[src/rtl/seq_sub_pkg.sv]
// Shared types and helpers for the chunk-serial subtractor.
// The state enum is kept here so that anything observing the FSM
// (debug taps, future wrappers) sees one definition of it.
package seq_sub_pkg;

    typedef enum logic [1:0] {
        IDLE = 2'd0,
        RUN  = 2'd1,
        DONE = 2'd2
    } state_t;

    // Counter width for n chunks; at least one bit so a single-chunk
    // configuration still has a legal (if unused) counter register.
    function automatic int cntWidth(input int n);
        return (n > 1) ? $clog2(n) : 1;
    endfunction

endpackage

[src/rtl/sub_chunk.sv]
// One CHUNK-bit slice of the subtractor: d = x - y - bin with the
// borrow-out taken from the extra high bit of a CHUNK+1 bit difference.
// Kept as its own module so the slice subtractor is reported separately
// from the sequencing logic in synthesis.
module sub_chunk
    import seq_sub_pkg::*;
#(
    parameter int CHUNK = 8
) (
    input  logic [CHUNK-1:0] x,
    input  logic [CHUNK-1:0] y,
    input  logic             bin,
    output logic [CHUNK-1:0] d,
    output logic             bout
);

    // Widened subtraction so the wrap-around shows up as the borrow bit.
    always_comb begin
        {bout, d} = {1'b0, x} - {1'b0, y} - {{CHUNK{1'b0}}, bin};
    end

endmodule

[src/rtl/seq_sub.sv]
// Iterative unsigned subtractor: out = (a - b) mod 2^WIDTH, computed
// CHUNK bits per clock with the borrow held in a register between
// chunks. Valid/ready on both sides; one operation in flight at a time.
// out/borrow_out/zero keep the last completed result outside DONE, but
// out may show partially written chunks while RUN is in progress, so
// only out_valid qualifies them.
module seq_sub
    import seq_sub_pkg::*;
#(
    parameter int WIDTH = 32,
    parameter int CHUNK = 8
) (
    input  logic             clock,
    input  logic             reset,
    input  logic             in_valid,
    output logic             in_ready,
    input  logic [WIDTH-1:0] a,
    input  logic [WIDTH-1:0] b,
    output logic             out_valid,
    input  logic             out_ready,
    output logic [WIDTH-1:0] out,
    output logic             borrow_out,
    output logic             zero
);

    localparam int NUM_CHUNKS = WIDTH / CHUNK;
    localparam int CW         = cntWidth(NUM_CHUNKS);
    localparam logic [CW-1:0] LAST_IDX = CW'(NUM_CHUNKS - 1);

    generate
        if (CHUNK <= 0 || (WIDTH % CHUNK) != 0) begin : g_badChunk
            $error("seq_sub: WIDTH must be a positive multiple of CHUNK");
        end
    endgenerate

    state_t             state;
    logic [WIDTH-1:0]   opA;
    logic [WIDTH-1:0]   opB;
    logic [WIDTH-1:0]   outReg;
    logic [CW-1:0]      chunkIdx;
    logic               borrowReg;
    logic               borrowOutReg;
    logic               zeroReg;
    logic               inReadyReg;
    logic               outValidReg;

    logic [CHUNK-1:0]   sliceA;
    logic [CHUNK-1:0]   sliceB;
    logic [CHUNK-1:0]   chunkDiff;
    logic               chunkBorrow;
    logic [WIDTH-1:0]   nextOut;

    // Pick the operand slices for the chunk currently being processed;
    // chunk 0 is the least significant.
    always_comb begin
        sliceA = opA[int'(chunkIdx) * CHUNK +: CHUNK];
        sliceB = opB[int'(chunkIdx) * CHUNK +: CHUNK];
    end

    sub_chunk #(
        .CHUNK (CHUNK)
    ) u_subChunk (
        .x    (sliceA),
        .y    (sliceB),
        .bin  (borrowReg),
        .d    (chunkDiff),
        .bout (chunkBorrow)
    );

    // Result word with this cycle's chunk merged in, so the zero flag on
    // the last chunk sees every chunk including the one being written.
    always_comb begin
        nextOut = outReg;
        nextOut[int'(chunkIdx) * CHUNK +: CHUNK] = chunkDiff;
    end

    // Control FSM plus datapath registers; handshake outputs are registered
    // alongside the state so they change exactly with it.
    always_ff @(posedge clock) begin
        if (reset) begin
            state        <= IDLE;
            opA          <= '0;
            opB          <= '0;
            outReg       <= '0;
            chunkIdx     <= '0;
            borrowReg    <= 1'b0;
            borrowOutReg <= 1'b0;
            zeroReg      <= 1'b0;
            inReadyReg   <= 1'b1;
            outValidReg  <= 1'b0;
        end else begin
            case (state)
                IDLE: begin
                    if (in_valid && inReadyReg) begin
                        opA        <= a;
                        opB        <= b;
                        chunkIdx   <= '0;
                        borrowReg  <= 1'b0;
                        inReadyReg <= 1'b0;
                        state      <= RUN;
                    end
                end
                RUN: begin
                    outReg    <= nextOut;
                    borrowReg <= chunkBorrow;
                    chunkIdx  <= chunkIdx + 1'b1;
                    if (chunkIdx == LAST_IDX) begin
                        borrowOutReg <= chunkBorrow;
                        zeroReg      <= ~(|nextOut);
                        outValidReg  <= 1'b1;
                        state        <= DONE;
                    end
                end
                DONE: begin
                    if (out_ready) begin
                        outValidReg <= 1'b0;
                        inReadyReg  <= 1'b1;
                        state       <= IDLE;
                    end
                end
                default: begin
                    outValidReg <= 1'b0;
                    inReadyReg  <= 1'b1;
                    state       <= IDLE;
                end
            endcase
        end
    end

    assign in_ready   = inReadyReg;
    assign out_valid  = outValidReg;
    assign out        = outReg;
    assign borrow_out = borrowOutReg;
    assign zero       = zeroReg;

endmodule

[config.mk]
export PLATFORM = sky130hd
export DESIGN_NAME = seq_sub
export DESIGN_NICKNAME = d
export VERILOG_FILES = /design/src/rtl/seq_sub_pkg.sv /design/src/rtl/sub_chunk.sv /design/src/rtl/seq_sub.sv
export SDC_FILE = /design/constraint.sdc
export NUM_CORES = 1
export LEC_CHECK = 0
export BUFFER_PORTS_ARGS = -buffer_cell sky130_fd_sc_hd__buf_2
export CAP_MARGIN = 20
export CORE_UTILIZATION = 25
export CTS_BUF_LIST = sky130_fd_sc_hd__clkbuf_2
export DETAILED_ROUTE_END_ITERATION = 8
export GPL_TIMING_DRIVEN = 0
export PLACE_DENSITY = 0.4
export RECOVER_POWER = 100
export SLEW_MARGIN = 20
export SYNTH_ARGS = -nofsm -noshare
export SYNTH_HDL_FRONTEND = slang
export SYNTH_SLANG_ARGS = --single-unit
[constraint.sdc]
create_clock -name clock -period 6.75 [get_ports clock]
set_input_delay 1.0125 -clock clock [delete_from_list [all_inputs] [get_ports clock]]
set_output_delay 1.0125 -clock clock [all_outputs]
set_load 0.005 [all_outputs]
==> After elaboration in Yosys (flattened, before gate mapping) <==
Cells that the tools add are included.
Widths: inputs -> output; s select.
{ "op_classes": {"muxes": 14, "add_sub_neg": 4, "eq_ne": 6, "reduce_logical": 10, "shifts": 4, "bitwise": 3, "div_mod_pow": 0, "n_lt_le_gt_ge": 0, "n_mul": 0} }
{ "ops": {"columns": ["op", "n"], "rows": [
  ["$shiftx 32x6->8", 2],
  ["$neg 5->33", 1],
  ["$shift 8x33->32 const A", 1],
  ["$shiftx 8x33->32", 1],
  ["$bwmux 32", 1],
  ["$reduce_or 32->1", 1],
  ["$reduce_and 3->1", 3],
  ["$sub 8x8->9", 1],
  ["$sub 9x1->9", 1],
  ["$mux 2", 4],
  ["$ne 2x2->1 const B", 3],
  ["$pmux 1 s3", 2],
  ["$pmux 2 s3", 1],
  ["$reduce_and 2->1", 3],
  ["$eq 2x2->1 const B", 2],
  ["$mux 1", 4],
  ["$pmux 2 s2", 1],
  ["$not 1->1", 3],
  ["$add 2x1->2 const B", 1],
  ["$eq 2x1->1 const B", 1],
  ["$logic_not 2->1", 1],
  ["$pmux 1 s2", 1],
  ["$reduce_bool 2->1", 1],
  ["$logic_and 1x1->1", 1]
]} }
{ "totals": {"regBits": 105, "mem_count": 0, "latch_bits": 0, "out_inout_bits": 36, "ram_bits": 0, "mem_bits_ro": 0} }

==> Longest topological paths before layout <==
{ "logic_depth": {"ltp_word": 7, "depth_mapped": 14, "mapped_depth_nobuf": 11} }

==> Hierarchy <==
A second synthesis with hierarchy kept.
{ "hier_totals": {"cells_unflattened": 569, "area_unflattened_um2": 4864.7} }
{ "modules_own_cells": {"columns": ["mod", "cells_each", "n_inst", "seq_area_each_um2", "area_each_um2"], "rows": [
  ["seq_sub", 493, 1, 2102.0, 4310.4],
  ["sub_chunk", 76, 1, 0.0, 554.3]
]} }

==> Worst setup path before layout <==
OpenSTA, ideal clock, no wires.
{ "synth_path": {"path_kind": "register to register", "from": "register chunkIdx[0]", "to": "register borrowOutReg, in the netlist borrow_out", "setup_time_ns": 0.091, "arrival_ns": 3.334, "stages_incl_launch_ff": 14, "slack_ns": 3.325, "t_required_ns": 6.659, "cell_sequence": "dfxtp_1 -> buf_6 -> buf_2 -> buf_2 -> mux4_2 -> ha_1 -> inv_1 -> ha_1 -> or3_1 -> o22ai_1 -> o21bai_1 -> a21o_1 -> xor2_1 -> a311oi_1"} }
{ "synth_between": {"elab_chain_cells": 3, "elab_cells_between_ends": 6, "classes_between": "add/sub: 2; eq/ne: 1; shift: 2; reduce/logical: 1"} }
{ "synth_rtl": {"columns": ["element", "line", "text"], "rows": [
  ["start, declared", "seq_sub.sv:40", "logic [CW-1:0] chunkIdx;"],
  ["start signal, assigned", "seq_sub.sv:106", "chunkIdx <= chunkIdx + 1'b1;"],
  ["$shiftx 32x6->8 (on tied branches)", "seq_sub.sv:56, seq_sub.sv:57", null],
  ["$sub 8x8->9", "sub_chunk.sv:19", "{bout, d} = {1'b0, x} - {1'b0, y} - {{CHUNK{1'b0}}, bin};"],
  ["$sub 9x1->9", "sub_chunk.sv:19", null],
  ["end signal, assigned", "seq_sub.sv:108", "borrowOutReg <= chunkBorrow;"],
  ["end, declared", "seq_sub.sv:42", "logic borrowOutReg;"]
]} }
Several ways; a longest one is shown, not always the timed one.
A chain may end at the register's enable or synchronous reset.

==> Worst setup path after layout <==
{ "layout_path": {"from": "register chunkIdx[0]", "to": "register outReg[15], in the netlist out[15]"} }
{ "layout_between": {"elab_chain_cells": 5, "elab_cells_between_ends": 8, "classes_between": "add/sub: 3; shift: 4; mux: 1"} }
{ "layout_rtl": {"columns": ["element", "line", "text"], "rows": [
  ["$shiftx 32x6->8 (on tied branches)", "seq_sub.sv:56, seq_sub.sv:57", null],
  ["$sub 8x8->9", "sub_chunk.sv:19", null],
  ["$sub 9x1->9", "sub_chunk.sv:19", null],
  ["$shiftx 8x33->32", "seq_sub.sv:74", "nextOut[int'(chunkIdx) * CHUNK +: CHUNK] = chunkDiff;"],
  ["$bwmux 32 *", "seq_sub.sv:74", null],
  ["end signal, assigned", "seq_sub.sv:104", "outReg <= nextOut;"],
  ["end, declared", "seq_sub.sv:39", "logic [WIDTH-1:0] outReg;"]
]} }
Every way passes the cells marked *; elsewhere a longest branch is shown, timed or not.

==> impl_metrics.py <==
metrics = {
    "outcome": {
        "status": "completed",
    },
    "synthesis": {
        "ys_top_cells_by_count": "nand2_1, dfxtp_1, a21oi_1, nor2_1",
        "post-synth-top-count-cell": "nand2_1",
        "synth_fp_nets": 669,
        "yosys_register_bits": 105,
        "syn-instance-count": 581,
        "synth-edff-count": 0,
        "synth_top_cell_by_area": "dfxtp_1",
        "ys.flop_type": "dfxtp_1",
        "syn_avg_cell_area_sq_um": 8.53,
        "yosys_warnings": 0,
        "yosysUniqueCellTypes": 55,
        "async_reset_ff_share_pct": 0,
        "synthTopCellsByArea": "dfxtp_1, nand2_1, a21oi_1",
        "yosysTopAreaCellShare_pct": 42.4,
        "seq_area_frac_synth_pct": 42.4,
        "synth_area_sq_um": 4950,
    },
    "clocking": {
        "cts_hold_buf": 0,
        "cts_max_path_buffers": 2,
        "h-tree-depth": 3,
        "cts-buffers-inserted": 9,
        "post_cts_buffers": 0,
        "clkTransAtPathRegs_ns": 0.31,
        "root_buffer": "clkbuf_2",
        "numClockSinks": 105,
        "insertion_delay_ns": 0.64,
        "cts_tree": "yes",
        "cts_resized": 0,
    },
    "floorplan": {
        "start_util_pct": 25.5,
        "fp.dieH_microns": 143,
        "fp.dieW_microns": 143,
        "row_count": 51,
        "dieArea_sq_um": 20400,
        "core_sq_um": 19500,
        "io-pin-count": 104,
    },
    "pwr": {
        "switching_share_pct": 34.8,
        "seqPwrFrac_pct": 47.8,
        "vdd_drop_max_mv": 0.0744,
        "p_int_w": 0.000921,
        "cellLeakagePower_nw": 2.25,
        "p_sw_w": 0.000492,
        "pwr-share-clk_pct": 24.7,
        "p_per_area_nw_per_um2": 240,
        "pwr-share-comb_pct": 27.4,
    },
    "setup_path": {
        "r2r_cells": 12,
        "critPathKind": "reg -> reg",
        "cp.arrival_ns": 5.58,
        "endpoint_kind": "flop",
        "ff2ff_setup_slack_ns": 1.71,
        "required_ns": 7.29,
        "start_kind": "flop",
        "crit_fanout": 10,
    },
    "global_routing": {
        "antenna_found_initial": 1,
        "grt_overflow_total": 0,
        "grt_pass1_wl_mm": 24.6,
        "grt_pass1_vias": 4411,
        "grt_usage_pct": 16.3,
        "grt_max_degree": 18,
    },
    "sta": {
        "rsz0062_at_grt": "no",
        "finalSetupTns_ns": 0,
        "worstMarginPinSlew_ns": 0.907,
        "drv_slew": 0,
        "setup_violations": 0,
        "max_freq_mhz": 198,
        "fin_crit_ns": 5.04,
        "fin_skew_ns": 0.0479,
        "hold_viol": 0,
        "period_share_pct": 74.7,
        "hold_slack_ns": 0.470,
        "slew-limit-headroom_pct": 39.6,
    },
    "placement": {
        "dp_hpwl_mm": 12.1,
        "port_buffers": 103,
        "gp_congestion": 0.789,
    },
    "layout": {
        "drive_gt1_share_pct": 17.1,
        "n_fill_cell": 2147,
        "fin_nets": 783,
        "area_growth_pct": 18.9,
    },
    "route": {
        "drc": 0,
        "avgRoutedWirePerCell_microns": 16.4,
        "drtPass1Iterations": 4,
        "routed-via-count": 4496,
        "ant_nets": 0,
        "viasPerCell": 4.65,
        "finalWirelength_mm": 15.9,
        "first_iter_violations": 240,
    },
    "run": {
        "max_cap_viol_count": 0,
    },
    "worst_hold_path": {
        "hold_class": "reg -> reg",
        "worstHoldPathCells": 2,
    },
}
## area by class of cell
type | count | area, sq um | area share [%]
clock buffers | 10 | 50.0 | 0.849
well taps | 265 | 332 | 5.63
repair buffers | 103 | 484 | 8.22
diodes | 1 | 2.50 | 0.0425
inverters | 26 | 97.6 | 1.66
plain buffers | 37 | 151 | 2.57
clock inverters | 6 | 91.3 | 1.55
multi-input cells | 413 | 2580 | 43.8
flip-flops and latches | 105 | 2100 | 35.7
## critical path, cell delays in order (launching register included)
cell and delay (ns):
dfxtp_1 0.47, buf_6 0.16, clkbuf_1 0.69, clkbuf_1 0.70
mux4_2 0.62, ha_1 0.30, inv_1 0.06, ha_1 0.27
o21a_1 0.19, nor2_1 0.04, nor3_1 0.59, a31oi_1 0.43
o41ai_1 0.43
## power groups by stage
stage | clock (W) | combinational [W] | sequential (W)
after floorplan | 0 | 0.000261 | 0.000681
after global placement | 0 | 0.000397 | 0.000686
after detailed placement | 0 | 0.000401 | 0.000687
after CTS | 0.000366 | 0.000402 | 0.000676
after global routing | 0.000387 | 0.000429 | 0.000681
final | 0.000349 | 0.000388 | 0.000676
## registers in the layout, summed over array words and instances (netlist names)
register and cells:
borrow_out 1, in_ready 1, chunkIdx 2, out_valid 1
borrowReg 1, zero 1, state 2, out 32
opA 32, opB 32
## kinds of logic (layout without fill, tap and decap cells)
kind of cell / Yosys count / count (layout) / share of synthesized area [%]
multiplexers: 19 / 19 / 7.90
AO/OA/AOI/OAI: 135 / 135 / 17.1
other: 0 / 1 / 0
AND/OR/NAND/NOR: 232 / 232 / 20.9
buffers and inverters: 63 / 182 / 5.08
XOR/XNOR: 7 / 7 / 1.24
flip-flops: 105 / 105 / 42.4
adder cells (fa/ha/maj): 20 / 20 / 5.35
## cells in the final DEF (no fill, tap or decap), types with 7 or more instances in the layout
| cell | n |
|---|---|
| nand2_1 | 143 |
| dfxtp_1 | 105 |
| buf_2 | 79 |
| a21oi_1 | 78 |
| clkbuf_1 | 57 |
| nor2_1 | 40 |
| inv_1 | 26 |
| a22oi_1 | 23 |
| ha_1 | 18 |
| mux4_2 | 16 |
| clkbuf_2 | 10 |
| nand3b_1 | 7 |
## path summary, 6_finish.rpt
kind                                 to        start
worst max-delay path            out[15]  chunkIdx[0]
worst max register to register  out[15]  chunkIdx[0]
worst min-delay path            opA[20]      opA[20]
worst min register to register  opA[20]      opA[20]
## metal layers
metal  GRT usage (%)  share of wire [%]
met1            21.7                 48
met2            26.9                 46
met3            2.45                3.9
met4            5.43                1.5
met5               0                  0
## per-stage QoR
stage / std cells / instance area [sq um] / utilization, % / setup slack (ns) / total power [W]
floorplan: 581 / 4950 / - / 3.33 / 0.000942
global placement: 949 / 5800 / 29.8 / 2.36 / 0.00108
detailed placement: 949 / 5800 / 29.8 / 2.33 / 0.00109
CTS: 965 / 5940 / 30.5 / 2.29 / 0.00144
global route: 966 / 5890 / 30.3 / 1.26 / 0.00150
finish: 966 / 5890 / 30.3 / 1.71 / 0.00141
No activity file was read; power rests on OpenSTA's default activity.
